[config.mk]
export PLATFORM = sky130hd
export DESIGN_NAME = int_div_iter
export DESIGN_NICKNAME = d
export VERILOG_FILES = /design/src/rtl/int_div_iter.sv
export SDC_FILE = /design/constraint.sdc
export NUM_CORES = 1
export LEC_CHECK = 0
export BUFFER_PORTS_ARGS = -buffer_cell sky130_fd_sc_hd__buf_4
export CORE_UTILIZATION = 45
export CTS_BUF_LIST = sky130_fd_sc_hd__clkbuf_8
export CTS_CLUSTER_DIAMETER = 100
export DETAILED_ROUTE_END_ITERATION = 6
export PLACE_DENSITY = 0.7
export SLEW_MARGIN = 5
export SYNTH_ARGS = -nofsm -noshare
export SYNTH_HDL_FRONTEND = slang
export SYNTH_HIERARCHICAL = 1
export SYNTH_SLANG_ARGS = --single-unit
[constraint.sdc]
create_clock -name clk -period 2.6 [get_ports clk]
set_input_delay 0.13 -clock clk [delete_from_list [all_inputs] [get_ports clk]]
set_output_delay 0.13 -clock clk [all_outputs]
set_load 0.005 [all_outputs]
[src/rtl/int_div_iter.sv]
// Iterative unsigned restoring divider with val/rdy request and response ports.
// One quotient bit per cycle; control FSM and shift/subtract datapath kept separate.

module int_div_iter_ctrl #(
  parameter int nbits = 32
) (
  input  logic       clk,
  input  logic       reset,
  input  logic       req_val,
  input  logic       resp_rdy,
  input  logic       cnt_last,
  output logic       req_rdy,
  output logic       resp_val,
  output logic       load,
  output logic       step,
  output logic [1:0] state
);

  localparam logic [1:0] IDLE = 2'd0;
  localparam logic [1:0] CALC = 2'd1;
  localparam logic [1:0] DONE = 2'd2;

  logic [1:0] state_next;

  // Handshake rule for both ports: a transfer happens on a rising edge where
  // val and rdy are both high; rdy never depends on the peer's val.
  assign req_rdy  = reset && (state == IDLE);
  assign resp_val = reset && (state == DONE);
  assign load     = req_val && req_rdy;
  assign step     = (state == CALC);

  always_comb begin
    state_next = state;
    case (state)
      IDLE:    if (load) state_next = CALC;
      CALC:    if (cnt_last) state_next = DONE;
      DONE:    if (resp_rdy) state_next = IDLE;
      default: state_next = IDLE;
    endcase
  end

  always_ff @(posedge clk) begin
    if (!reset) state <= IDLE;
    else        state <= state_next;
  end

endmodule

module int_div_iter_dpath #(
  parameter int nbits = 32
) (
  input  logic             clk,
  input  logic             reset,
  input  logic             load,
  input  logic             step,
  input  logic [nbits-1:0] dividend,
  input  logic [nbits-1:0] divisor,
  output logic [nbits-1:0] quotient,
  output logic [nbits-1:0] remainder,
  output logic             cnt_last
);

  localparam int CW = $clog2(nbits) + 1;
  localparam logic [CW-1:0] CNT_LAST = CW'(nbits - 1);

  logic [nbits-1:0] q_reg;
  logic [nbits-1:0] r_reg;
  logic [nbits-1:0] d_reg;
  logic [CW-1:0]    cnt_reg;
  logic [nbits:0]   t;
  logic [nbits:0]   diff;
  logic             neg;

  // Partial remainder shifted left by one, pulling in the next dividend bit.
  assign t    = {r_reg, q_reg[nbits-1]};
  assign diff = t - {1'b0, d_reg};
  assign neg  = diff[nbits];

  assign quotient  = q_reg;
  assign remainder = r_reg;
  assign cnt_last  = (cnt_reg == CNT_LAST);

  always_ff @(posedge clk) begin
    if (!reset) begin
      q_reg   <= '0;
      r_reg   <= '0;
      d_reg   <= '0;
      cnt_reg <= '0;
    end else if (load) begin
      q_reg   <= dividend;
      r_reg   <= '0;
      d_reg   <= divisor;
      cnt_reg <= '0;
    end else if (step) begin
      q_reg   <= {q_reg[nbits-2:0], ~neg};
      r_reg   <= neg ? t[nbits-1:0] : diff[nbits-1:0];
      cnt_reg <= cnt_reg + 1'b1;
    end
  end

endmodule

module int_div_iter #(
  parameter int nbits = 32
) (
  input  logic               clk,
  input  logic               reset,
  input  logic               req_val,
  output logic               req_rdy,
  input  logic [2*nbits-1:0] req_msg,
  output logic               resp_val,
  input  logic               resp_rdy,
  output logic [2*nbits-1:0] resp_msg
);

  logic             load;
  logic             step;
  logic             cnt_last;
  logic [1:0]       state;
  logic [nbits-1:0] quotient;
  logic [nbits-1:0] remainder;

  int_div_iter_ctrl #(.nbits(nbits)) u_ctrl (
    .clk      (clk),
    .reset    (reset),
    .req_val  (req_val),
    .resp_rdy (resp_rdy),
    .cnt_last (cnt_last),
    .req_rdy  (req_rdy),
    .resp_val (resp_val),
    .load     (load),
    .step     (step),
    .state    (state)
  );

  int_div_iter_dpath #(.nbits(nbits)) u_dpath (
    .clk       (clk),
    .reset     (reset),
    .load      (load),
    .step      (step),
    .dividend  (req_msg[2*nbits-1:nbits]),
    .divisor   (req_msg[nbits-1:0]),
    .quotient  (quotient),
    .remainder (remainder),
    .cnt_last  (cnt_last)
  );

  // Message is forced to zero while reset is held, even before the first edge.
  assign resp_msg = reset ? {quotient, remainder} : '0;

endmodule

==> flow_summary.json <==
{
  "r2r_slack_ns": -0.20,
  "insertion_delay_ns": 0.40,
  "layout_commonest_cell": "buf_4",
  "totalPowerFinal_mw": 7.686,
  "cts_sinks": 104,
  "synth-seq-cells": 104,
  "grt_start_max_net_pins": 96,
  "first_global_vias": 6172,
  "crit_family": "compound AO/OA/AOI/OAI gates",
  "path_clk_slew_ns": 0.11,
  "ios": 134,
  "max_stage_delay_ns": 0.39,
  "yosysUniqueCellTypes": 69,
  "drt_wl_total_mm": 17.57,
  "synth_warnings": 6,
  "synthArstFlopShare_pct": 0,
  "grt_overflow": 0,
  "arrival_ns": 3.08,
  "hold_end": "u_dpath/d_reg[9]",
  "critPathSlowestCell": "o311a_4",
  "max_freq_mhz": 356.7,
  "final_cell_mix": "buf_4 (214), dfxtp_1 (101), mux2i_1 (87)",
  "hpwl_mm": 12.21,
  "ant_nets": 0,
  "ff2ff_path_depth": 13,
  "final_util_pct": 62.63,
  "drt_drc_violations_left": 2,
  "vias": 6410,
  "yosysSeqAreaShare_pct": 29.93,
  "required_ns": 2.87,
  "die_y_um": 126.3,
  "maxSlewViolCount": 0,
  "syn_to_final_growth_pct": 36.35,
  "status": "finished, violations left",
  "hp-class": "in -> reg",
  "reg2reg_from": "u_dpath/quotient[31]",
  "setup_viol": 33,
  "rows": 45,
  "numPortBuffers": 133,
  "synthFlopType": "dfxtp_1",
  "avgSynthCellArea_um2": 8.371,
  "worst_pin_slew_ns": 0.5690,
  "synth_cells": 831,
  "numCtsBuffers": 9,
  "first_pass_iters": 7,
  "drive_gt1_share_pct": 33.55,
  "synth_area_um2": 6957,
  "place_ws_ns": -0.1246,
  "drt_iter0_drc": 325,
  "drv_cap": 0,
  "ir_drop_v": 0.0005754,
  "whs_ns": 0.01784,
  "criticalPathCategory": "reg -> reg",
  "hp-start": "req_msg[9]",
  "path_cells": "inv_2 > ha_4 > fa_2 > nand2b_4 > a21oi_4 > o21ai_4 > a211oi_4 > nor2_4 > o311a_4 > nand2_8 > buf_12 > mux2i_2 > a211oi_2",
  "worst_slack_ns": -0.2036,
  "antenna_found_initial": 0,
  "ctsRootBufferMaster": "clkbuf_8",
  "fin_skew_ns": 0.02225,
  "cp_max_fo": 6,
  "cts-htree-levels": 3,
  "start_util_pct": 45.93,
  "r2r_end": "u_dpath/remainder[9]",
  "cts_buffer_depth": 2,
  "maxSlewHeadroom_pct": 61.78,
  "synthesis.nets": 933,
  "die_area_um2": 15960,
  "tns_ns": -4.148,
  "finalHoldViolCount": 0,
  "n_fill_cell": 1357,
  "min_period_ns": 2.804,
  "p_per_area_nw_per_um2": 810.3,
  "via_per_inst": 5.157,
  "p_leak_nw": 4.156,
  "rsz0062_at_grt": "yes",
  "critPathCaptureType": "register",
  "grt_pass1_wl_mm": 28.57,
  "post_drt_wl_per_cell_um": 14.13,
  "instances_no_fill": 1243,
  "nNetsFinal": 1152,
  "coreArea_um2": 15150,
  "place_inst": 1183,
  "gp_congestion": 0.8477,
  "n_antenna_cell": 0,
  "die_w_um": 126.3,
  "dpl-instance-area_um2": 8640,
  "synth-edff-count": 0,
  "start_kind": "register",
  "design_area_um2": 9485,
  "critical_path_buf_inv_count": 2,
  "period_share_pct": 107.8,
  "cts_tree": "built",
  "failed_checks": "design-rule violations, negative setup slack",
  "grtUsageTotal_pct": 22.00,
  "min_path_cells": 3
}
==> power breakdown <==
| group | internal [mW] | leakage, nW | switching, mW |
|---|---|---|---|
| Clock | 0.389 | 0.0952 | 0.635 |
| Sequential | 1.74 | 0.851 | 0.119 |
| Combinational | 2.53 | 3.21 | 2.27 |
| Total | 4.66 | 4.16 | 3.03 |
==> worst register-to-register path, delay by kind of cell (launching register included) <==
kind	cells	cell delay (ns)
adders and majority gates	2	0.49
buffers and inverters	2	0.18
muxes	1	0.24
and+or+nand+nor	3	0.36
AOI/OAI and AO/OA	5	1.06
DFF	1	0.35
==> cells by family after synthesis <==
| group | Yosys count | synth area share (%) |
|---|---|---|
| xor gates and xnor gates | 30 | 3.777 |
| muxes | 90 | 12.95 |
| adders and majority gates | 34 | 6.223 |
| AOI/OAI and AO/OA | 192 | 17.77 |
| and+or+nand+nor | 290 | 23.58 |
| buffers and inverters | 91 | 5.773 |
| DFF | 104 | 29.93 |
==> cell usage after synthesis, types with 5 or more instances <==
library cell | count | area share (%)
clkbuf_2 | 7 | 0.50
o211ai_1 | 5 | 0.54
nor3_1 | 8 | 0.58
nor2b_1 | 37 | 3.3
nand2b_1 | 9 | 0.81
nand2_1 | 63 | 3.4
a211oi_1 | 19 | 2.1
nor2_1 | 39 | 2.1
xnor2_1 | 16 | 2.0
a21o_1 | 17 | 1.8
a21oi_1 | 44 | 3.2
inv_1 | 43 | 2.3
clkbuf_1 | 27 | 1.5
buf_2 | 6 | 0.43
nand3_1 | 11 | 0.79
a31oi_1 | 8 | 0.72
nand4_1 | 6 | 0.54
ha_1 | 33 | 5.9
and2_2 | 64 | 6.9
o21a_1 | 5 | 0.54
dfxtp_1 | 104 | 30
o21ai_0 | 59 | 4.2
and2_1 | 34 | 3.1
mux2i_1 | 90 | 13
xor2_1 | 14 | 1.8
==> worst max path at each step <==
stage / startpoint / to / slack (ns) / depth (start not counted)
final: u_dpath/quotient[31] / u_dpath/remainder[9] / -0.20 / 13
after global routing: u_dpath/quotient[31] / u_dpath/remainder[7] / -0.32 / 14
after CTS: u_dpath/quotient[31] / u_dpath/remainder[10] / -0.14 / 14
after detailed placement: u_dpath/d_reg[5] / u_dpath/remainder[10] / -0.12 / 13
after global placement: u_dpath/d_reg[5] / u_dpath/remainder[28] / -0.1 / 13
after floorplan: u_dpath/quotient[31] / u_dpath/remainder[24] / -0.03 / 13
==> routing by layer <==
| layer | global-route usage, % | wire length [um] | vias to the layer above |
|---|---|---|---|
| li1 | - | - | 3300 |
| met4 | 6.520 | 285 | 0 |
| met3 | 6.284 | 1201 | 22 |
| met2 | 37.67 | 8297 | 184 |
| met5 | 0 | 0 | - |
| met1 | 26.73 | 7784 | 2904 |
==> timing repair <==
item | 4_1_cts | 5_1_grt
buffers inserted | 7 | 2
hold endpoints to repair | 34 | 0
pin swaps | 16 | 25
hold buffers | 34 | 0
cloned | 1 | 0
endpoints found under the setup margin | 33 | 33
gates resized for setup | 15 | 34
==> cell type report <==
class / count / area, um^2 / area share [%]
clock buffers: 10 / 137.6 / 1.451
clock inverters: 6 / 50.05 / 0.5276
inverters: 43 / 161.4 / 1.702
multi-input cells: 636 / 4718 / 49.74
flip-flops and latches: 104 / 2086 / 21.99
well taps: 188 / 235.2 / 2.480
repair buffers: 256 / 2097 / 22.11
No activity file was read; power rests on OpenSTA's default activity.
